===== config.mk =====
export PLATFORM = sky130hd
export DESIGN_NAME = ps2_keycode_rx_flat
export DESIGN_NICKNAME = d
export VERILOG_FILES = /design/src/rtl/ps2_keycode_rx_if.sv /design/src/rtl/ps2_keycode_rx.sv /design/src/flat_wrapper.sv
export SDC_FILE = /design/constraint.sdc
export NUM_CORES = 1
export LEC_CHECK = 0
export ABC_AREA = 0
export BUFFER_PORTS_ARGS = -buffer_cell sky130_fd_sc_hd__buf_4
export CORE_MARGIN = 2
export CORE_UTILIZATION = 50
export DETAILED_ROUTE_END_ITERATION = 10
export GPL_TIMING_DRIVEN = 1
export PLACE_DENSITY_LB_ADDON = 0.08
export SETUP_SLACK_MARGIN = 0.2
export SYNTH_ARGS = -nofsm -noshare
export SYNTH_HDL_FRONTEND = slang
export SYNTH_SLANG_ARGS = --single-unit

===== constraint.sdc =====
create_clock -name clk -period 3.3 [get_ports clk]
set_input_delay 0.495 -clock clk [delete_from_list [all_inputs] [get_ports clk]]
set_output_delay 0.495 -clock clk [all_outputs]
set_load 0.01 [all_outputs]

===== src/rtl/ps2_keycode_rx_if.sv =====
// rtl/ps2_keycode_rx_if.sv - PS/2 line inputs and keycode receiver outputs
interface ps2_keycode_rx_if;
    logic       ps2_clk;
    logic       ps2_data;
    logic [7:0] codigo;
    logic [7:0] byte_data;
    logic       byte_valid;
    logic       frame_err;

    // Host side: drives the PS/2 lines, observes decoded results
    modport master (
        output ps2_clk,
        output ps2_data,
        input  codigo,
        input  byte_data,
        input  byte_valid,
        input  frame_err
    );

    // Receiver side
    modport slave (
        input  ps2_clk,
        input  ps2_data,
        output codigo,
        output byte_data,
        output byte_valid,
        output frame_err
    );
endinterface


===== src/rtl/ps2_keycode_rx.sv =====
// rtl/ps2_keycode_rx.sv - PS/2 frame receiver with held-key scan code decoder
module ps2_keycode_rx #(
    parameter int FILTER_LEN  = 8,
    parameter int TIMEOUT_CYC = 100000
) (
    input  logic          clk,
    input  logic          rst,
    ps2_keycode_rx_if.slave bus
);
    localparam int CW = $clog2(FILTER_LEN + 1);
    localparam int TW = $clog2(TIMEOUT_CYC + 1);

    typedef enum logic [1:0] {IDLE, DATA, PARITY, STOP} state_t;

    // Synchronizers: bit 1 is the output stage
    logic [1:0]    clk_sync_q, clk_sync_d;
    logic [1:0]    data_sync_q, data_sync_d;
    logic          filt_clk_q, filt_clk_d;
    logic [CW-1:0] filt_cnt_q, filt_cnt_d;
    logic          sample_evt;
    logic          ps2_bit;

    state_t        state_q, state_d;
    logic [2:0]    bit_cnt_q, bit_cnt_d;
    logic [7:0]    shift_q, shift_d;
    logic          par_q, par_d;
    logic [TW-1:0] tmo_q, tmo_d;
    logic [7:0]    byte_data_q, byte_data_d;
    logic          byte_valid_q, byte_valid_d;
    logic          frame_err_q, frame_err_d;

    logic [7:0]    codigo_q, codigo_d;
    logic          brk_q, brk_d;
    logic          ext_q, ext_d;

    // Synchronize both lines, then debounce the clock: it flips only after
    // the synchronized level has disagreed for FILTER_LEN cycles in a row
    always_comb begin
        clk_sync_d  = {clk_sync_q[0], bus.ps2_clk};
        data_sync_d = {data_sync_q[0], bus.ps2_data};
        filt_clk_d  = filt_clk_q;
        filt_cnt_d  = '0;
        if (clk_sync_q[1] != filt_clk_q) begin
            if (filt_cnt_q == CW'(FILTER_LEN - 1)) begin
                filt_clk_d = ~filt_clk_q;
            end else begin
                filt_cnt_d = filt_cnt_q + CW'(1);
            end
        end
        sample_evt = filt_clk_q & ~filt_clk_d;
        ps2_bit    = data_sync_q[1];
    end

    // Frame FSM: start, 8 data bits LSB first, odd parity, stop; any gap
    // longer than TIMEOUT_CYC inside a frame drops the partial byte
    always_comb begin
        state_d      = state_q;
        bit_cnt_d    = bit_cnt_q;
        shift_d      = shift_q;
        par_d        = par_q;
        tmo_d        = tmo_q + TW'(1);
        byte_data_d  = byte_data_q;
        byte_valid_d = 1'b0;
        frame_err_d  = 1'b0;
        case (state_q)
            IDLE: begin
                tmo_d = '0;
                if (sample_evt && !ps2_bit) begin
                    state_d   = DATA;
                    bit_cnt_d = '0;
                end
            end
            DATA: begin
                if (sample_evt) begin
                    shift_d   = {ps2_bit, shift_q[7:1]};
                    bit_cnt_d = bit_cnt_q + 3'd1;
                    if (bit_cnt_q == 3'd7) begin
                        state_d = PARITY;
                    end
                end
            end
            PARITY: begin
                if (sample_evt) begin
                    par_d   = ps2_bit;
                    state_d = STOP;
                end
            end
            STOP: begin
                if (sample_evt) begin
                    state_d = IDLE;
                    if (ps2_bit && (^{shift_q, par_q})) begin
                        byte_data_d  = shift_q;
                        byte_valid_d = 1'b1;
                    end else begin
                        frame_err_d = 1'b1;
                    end
                end
            end
            default: state_d = IDLE;
        endcase
        if (state_q != IDLE) begin
            if (sample_evt) begin
                tmo_d = '0;
            end else if (tmo_q == TW'(TIMEOUT_CYC - 1)) begin
                tmo_d       = '0;
                state_d     = IDLE;
                frame_err_d = 1'b1;
            end
        end
    end

    // Key decoder: F0/E0 are prefixes; an extended key never touches codigo,
    // a break clears codigo only if it releases the key currently shown
    always_comb begin
        codigo_d = codigo_q;
        brk_d    = brk_q;
        ext_d    = ext_q;
        if (byte_valid_q) begin
            if (byte_data_q == 8'hF0) begin
                brk_d = 1'b1;
            end else if (byte_data_q == 8'hE0) begin
                ext_d = 1'b1;
            end else begin
                if (!ext_q) begin
                    if (brk_q) begin
                        if (byte_data_q == codigo_q) begin
                            codigo_d = 8'h00;
                        end
                    end else begin
                        codigo_d = byte_data_q;
                    end
                end
                brk_d = 1'b0;
                ext_d = 1'b0;
            end
        end
    end

    // State registers; idle PS/2 lines are high, so synchronizers and filter reset to 1
    always_ff @(posedge clk or posedge rst) begin
        if (rst) begin
            clk_sync_q   <= 2'b11;
            data_sync_q  <= 2'b11;
            filt_clk_q   <= 1'b1;
            filt_cnt_q   <= '0;
            state_q      <= IDLE;
            bit_cnt_q    <= '0;
            shift_q      <= '0;
            par_q        <= 1'b0;
            tmo_q        <= '0;
            byte_data_q  <= 8'h00;
            byte_valid_q <= 1'b0;
            frame_err_q  <= 1'b0;
            codigo_q     <= 8'h00;
            brk_q        <= 1'b0;
            ext_q        <= 1'b0;
        end else begin
            clk_sync_q   <= clk_sync_d;
            data_sync_q  <= data_sync_d;
            filt_clk_q   <= filt_clk_d;
            filt_cnt_q   <= filt_cnt_d;
            state_q      <= state_d;
            bit_cnt_q    <= bit_cnt_d;
            shift_q      <= shift_d;
            par_q        <= par_d;
            tmo_q        <= tmo_d;
            byte_data_q  <= byte_data_d;
            byte_valid_q <= byte_valid_d;
            frame_err_q  <= frame_err_d;
            codigo_q     <= codigo_d;
            brk_q        <= brk_d;
            ext_q        <= ext_d;
        end
    end

    assign bus.codigo     = codigo_q;
    assign bus.byte_data  = byte_data_q;
    assign bus.byte_valid = byte_valid_q;
    assign bus.frame_err  = frame_err_q;
endmodule


===== src/flat_wrapper.sv =====
// flat-port wrapper written by rule: the top's interface ports become plain ports
module ps2_keycode_rx_flat 
#(
    parameter int FILTER_LEN  = 8,
    parameter int TIMEOUT_CYC = 100000
)
  (clk, rst, bus_ps2_clk, bus_ps2_data, bus_codigo, bus_byte_data, bus_byte_valid, bus_frame_err);
  ps2_keycode_rx_if bus_i ();
  input  logic clk;
  input  logic rst;
  input wire logic [$bits(bus_i.ps2_clk)-1:0] bus_ps2_clk;
  input wire logic [$bits(bus_i.ps2_data)-1:0] bus_ps2_data;
  output wire logic [$bits(bus_i.codigo)-1:0] bus_codigo;
  output wire logic [$bits(bus_i.byte_data)-1:0] bus_byte_data;
  output wire logic [$bits(bus_i.byte_valid)-1:0] bus_byte_valid;
  output wire logic [$bits(bus_i.frame_err)-1:0] bus_frame_err;
  assign bus_i.ps2_clk = bus_ps2_clk;
  assign bus_i.ps2_data = bus_ps2_data;
  assign bus_codigo = bus_i.codigo;
  assign bus_byte_data = bus_i.byte_data;
  assign bus_byte_valid = bus_i.byte_valid;
  assign bus_frame_err = bus_i.frame_err;
  ps2_keycode_rx #(.FILTER_LEN(FILTER_LEN), .TIMEOUT_CYC(TIMEOUT_CYC)) u_core (.clk(clk), .rst(rst), .bus(bus_i));
endmodule

After elaboration in Yosys (flattened, before gate mapping)
Index checks and enable logic that the tools add are counted.
{"block": "totals", "reg_bits": 60, "inputBits": 4, "elab_cells": 86}
{"block": "classes", "addsub": 3, "n_eq_ne": 14, "mux": 34, "bitwise_logic": 6, "n_reduce_logical": 14}
{"cell": "17-bit two-way mux", "n": 4}
{"cell": "17-bit by 1-bit adder with 17-bit output, second input constant", "n": 1}
{"cell": "17-bit == test, second input constant", "n": 1}
{"cell": "8-bit == test, second input constant", "n": 2}
{"cell": "2-bit two-way mux", "n": 8}
{"cell": "8-bit two-way mux", "n": 2}
{"cell": "1-bit two-way mux", "n": 14}
{"cell": "9-bit XOR reduction", "n": 1}
{"cell": "8-bit == test", "n": 1}
{"cell": "4-bit two-way mux", "n": 2}
{"cell": "2-bit one-hot mux with 4 select lines", "n": 1}
{"cell": "2-bit AND reduction", "n": 4}
{"cell": "3-bit two-way mux", "n": 2}
{"cell": "2-bit by 1-bit != test with 1-bit output, second input constant", "n": 3}
{"cell": "3-bit one-hot mux with 2 select lines", "n": 1}
{"cell": "3-bit AND reduction", "n": 2}
{"cell": "1-bit NOT", "n": 5}
{"cell": "5-bit AND reduction", "n": 1}
{"cell": "4-bit by 1-bit adder with 4-bit output, second input constant", "n": 1}
{"cell": "2-bit == test, second input constant", "n": 2}
{"cell": "4-bit by 3-bit == test with 1-bit output, second input constant", "n": 1}
{"cell": "2-bit nonzero test", "n": 2}
{"cell": "3-bit by 1-bit adder with 3-bit output, second input constant", "n": 1}
{"cell": "3-bit == test, second input constant", "n": 1}
{"cell": "other kinds (7)", "n": 8}

Logic depth before layout (Yosys ltp)
{"block": "depth", "ltp_word": 11, "ltp_mapped": 7, "mapped_depth_nobuf": 6}

Worst setup path before layout
No wires, ideal clock.
{"block": "synth_path", "path_kind": "register to register", "start": "reg u_core.filt_cnt_q[0]", "end": "reg u_core.byte_data_q[0], in the netlist u_core.bus.byte_data[0]", "setup_time_ns": 0.125, "t_arrival_ns": 1.794, "required_time_ns": 3.175, "setup_slack_ns": 1.382, "path_stages_with_launch": 7, "path_buffers": 0, "path_cell_list": "dfrtp_1 > ha_1 > and3b_1 > and3b_1 > nand3_1 > nor3_4 > mux2_2"}
{"block": "synth_via", "elab_chain_len": 6}
{"item": "start, declared", "line_no": "ps2_keycode_rx.sv:19", "text": "logic [CW-1:0] filt_cnt_q, filt_cnt_d;"}
{"item": "start signal, assigned", "line_no": "ps2_keycode_rx.sv:161", "text": "filt_cnt_q <= filt_cnt_d;"}
{"item": "4-bit by 3-bit == test with 1-bit output", "line_no": "ps2_keycode_rx.sv:44", "text": "if (filt_cnt_q == CW'(FILTER_LEN - 1)) begin"}
{"item": "1-bit two-way mux", "line_no": "ps2_keycode_rx.sv:44"}
{"item": "1-bit two-way mux", "line_no": "ps2_keycode_rx.sv:43", "text": "if (clk_sync_q[1] != filt_clk_q) begin"}
{"item": "1-bit NOT", "line_no": "ps2_keycode_rx.sv:50", "text": "sample_evt = filt_clk_q & ~filt_clk_d;"}
{"item": "1-bit AND", "line_no": "ps2_keycode_rx.sv:50"}
{"item": "3-bit AND reduction (no source line)"}
{"item": "end signal, assigned", "line_no": "ps2_keycode_rx.sv:167", "text": "byte_data_q <= byte_data_d;"}
{"item": "end, declared", "line_no": "ps2_keycode_rx.sv:28", "text": "logic [7:0] byte_data_q, byte_data_d;"}
Every way passes these cells.
A chain may end at the register's enable or synchronous reset.

Worst setup path after layout
{"block": "layout_path", "start": "reg u_core.filt_cnt_q[0]", "end": "reg u_core.byte_data_q[1], in the netlist u_core.bus.byte_data[1]"}
The elaborated chain is that of the path after synthesis.

==> metrics.txt <==
die width=77.59 um; Port Buffer Count=21; status=completed; Max Fclk=0.4571 GHz; fin crit share=66.29%; H-tree Lvls=3; DRT Wirelength=4640 um; CP endpoint kind=flip-flop; largest net degree at the start of global routing=32; number of global-route vias before repair=1,783; Synth Area in Compound Gates=4.529%; I/O pins=22; final setup fails=0; peak supply drop=0.3727 mV; count leader, synth=dfrtp_1; Slew @ Worst Pin=0.5160 ns; mux contribution to synthesized area=11.23%; number of hold buffers added after CTS=0; via count=1,714; Initial Utilization=52.35%; CTS Buffer Depth=2; crit path max-delay cell type=nor3_4; PwrDens=500.9 nW/um^2; Synth Warn #=0; Arr. time, crit path=2.40 ns; Synth cell types=33; routability cong.=0.7641; GR Util All Layers=17.69%; Synth top cells by count=dfrtp_1, mux2_2, nor2_1, xnor2_1, xor2_1; Via-to-Cell Ratio=5.163; CP startpoint kind=flip-flop; sequential share of the synthesized area=55.68%; predominant post-synthesis flop cell=dfrtp_1; DIE HEIGHT=77.59 um; Tmin final=2.188 ns; post-synthesis adder-cell area fraction=1.848%; Pleak=1.540 nW; Mean Syn Cell Area=11.98 um^2; Area Overhead vs Synth=17.98%; cells after synthesis=226; diode count=0; Post-synth EDFFs=0; post-synth top area share=50.83%; clk slew on worst S/H paths=0.07 ns; clk_skew=0.008480 ns; Worst EP required=3.52 ns; Worst Hold Class=in2async; Slew Limit Fails=0; Crit Path Max Fanout=9; Rows=26; Synth async-reset ratio=100.0%; clock tree root driver cell=clkbuf_8; DIE AREA=6019 um^2; total power=1.600 mW; Post-Synth XOR/XNOR Area=10.21%; combinational family with the most area after synthesis=simple AND/OR/NAND/NOR gates; setup_tns=0 ns; CTS buffer count=9; dominant cell type by area after synthesis=dfrtp_1; Yosys reg bits=60; post-CTS setup buffer count=0; synthesized net count=234; # Max-Cap Violations=0; first-pass GRT wire length=8211 um; Pre-Repair DR Iteration Count=4; slowest stage delay, CP=0.43 ns; post-CTS sizing=0; nets@finish=265; WL per Instance=13.98 um; clk_lat worst skew=0.34 ns; Initial DRC Count=62; Crit Path Class=reg2reg; worst reg-to-reg setup slack=1.11 ns; unrepaired setup endpoints after global routing=no; GRT overflow=0; DPL Wire Length=3171 um; antenna-violating nets left=0; worst r2r src=u_core.filt_cnt_q[0]; drt drc=0; number of clock sinks=60; Hold Fails Final Rpt=0; synth top area cells=dfrtp_1, mux2_2, xnor2_1; Core Footprint=5172 um^2; cell mode on critical path=and3b_1; area fraction in and, or, nand and nor cells after synthesis=15.20%; placed cells=316; relative slew slack=65.60%; layout cell share with drive strength beyond 1=28.24%; Fin Hold WS=0.1117 ns; post-route insts no fill=332; initial antenna violation count=0; CTS tree=built; crit path from=u_core.filt_cnt_q[0]; final setup margin=1.112 ns; CP cell instances=ha_1 -> and3b_1 -> and3b_1 -> nand3_1 -> nor3_4 -> mux2_2; cell area after synthesis=2708 um^2; pre-CTS setup slack=1.141 ns
-- worst paths after layout --
path,cells after the start,to
setup / recovery,6,u_core.bus.byte_data[1]
hold / removal,2,u_core.filt_cnt_q[2]
setup reg to reg,6,u_core.bus.byte_data[1]
hold reg to reg,0,u_core.clk_sync_q[1]
max in group asynchronous,3,u_core.bus.byte_data[1]
min in group clk,1,u_core.clk_sync_q[0]
-- flip-flops by register name, indices dropped and copies added (netlist names) --
register,cells
u_core.data_sync_q,2
u_core.par_q,1
u_core.filt_clk_q,1
u_core.state_q,2
u_core.bus.frame_err,1
u_core.tmo_q,17
u_core.bit_cnt_q,3
u_core.filt_cnt_q,4
u_core.bus.byte_data,8
u_core.bus.codigo,8
u_core.brk_q,1
u_core.shift_q,8
u_core.bus.byte_valid,1
u_core.clk_sync_q,2
u_core.ext_q,1
-- stage by stage --
| step | utilization (%) | instance area (um^2) |
|---|---|---|
| 2_1_floorplan | - | 2708 |
| 3_3_place_gp | 57.21 | 2959 |
| 3_5_place_dp | 57.21 | 2959 |
| 4_1_cts | 61.76 | 3194 |
| 5_1_grt | 61.76 | 3194 |
| 6_report | 61.76 | 3194 |
-- where the power goes --
part / internal, mW / leakage [nW] / switching (mW)
logic: 0.0276 / 0.599 / 0.0356
registers: 0.764 / 0.819 / 0.0198
clock network: 0.484 / 0.122 / 0.269
-- cells in the final DEF, fill, tap and decap left out, types with 2 or more instances in the layout --
| master | count |
|---|---|
| bufinv_16 | 2 |
| a22o_1 | 3 |
| nand2_1 | 7 |
| or3_1 | 2 |
| nand4_1 | 7 |
| ha_1 | 4 |
| xnor2_1 | 19 |
| xor2_1 | 10 |
| dfstp_2 | 5 |
| clkinv_2 | 2 |
| and3_1 | 5 |
| o21ai_0 | 8 |
| buf_4 | 24 |
| a21oi_1 | 5 |
| nor2b_1 | 8 |
| nor4bb_1 | 2 |
| nor3_1 | 4 |
| mux2_2 | 27 |
| inv_1 | 4 |
| nand3_1 | 7 |
| nor2_1 | 25 |
| dfrtp_1 | 55 |
| clkbuf_8 | 12 |
| nand3b_1 | 2 |
| and3b_1 | 2 |
-- worst max-delay path: cells and delay by family, from the launching register on --
family / cells / cell delay [ns]
muxes: 1 / 0.39
DFF: 1 / 0.37
adders and majority gates: 1 / 0.22
and+or+nand+nor: 4 / 1.08
-- routing by layer --
layer  global-route usage, %  up-vias  share of wire [%]
met5                       0        -                  0
met1                   22.65      831                 47
met2                   27.50       20                 48
met3                   3.837       11                2.7
li1                        -      852                  -
met4                   10.71        0                2.3
-- layout make-up --
cell class	instances	area [um^2]
Sequential cell	60	1508
Clock buffer	12	165.2
Clock inverter	4	70.07
Fill cell	434	1978
Timing Repair Buffer	24	180.2
Tap cell	70	87.58
Inverter	5	18.77
Multi-Input combinational cell	157	1165
-- cell families after synthesis --
| family | count (synthesis) |
|---|---|
| AND/OR/NAND/NOR | 76 |
| AO/OA/AOI/OAI | 20 |
| XOR/XNOR | 30 |
| multiplexers | 27 |
| buffers and inverters | 9 |
| adder cells (fa/ha/maj) | 4 |
| flip-flops | 60 |
(Power assumes the default switching activity.)
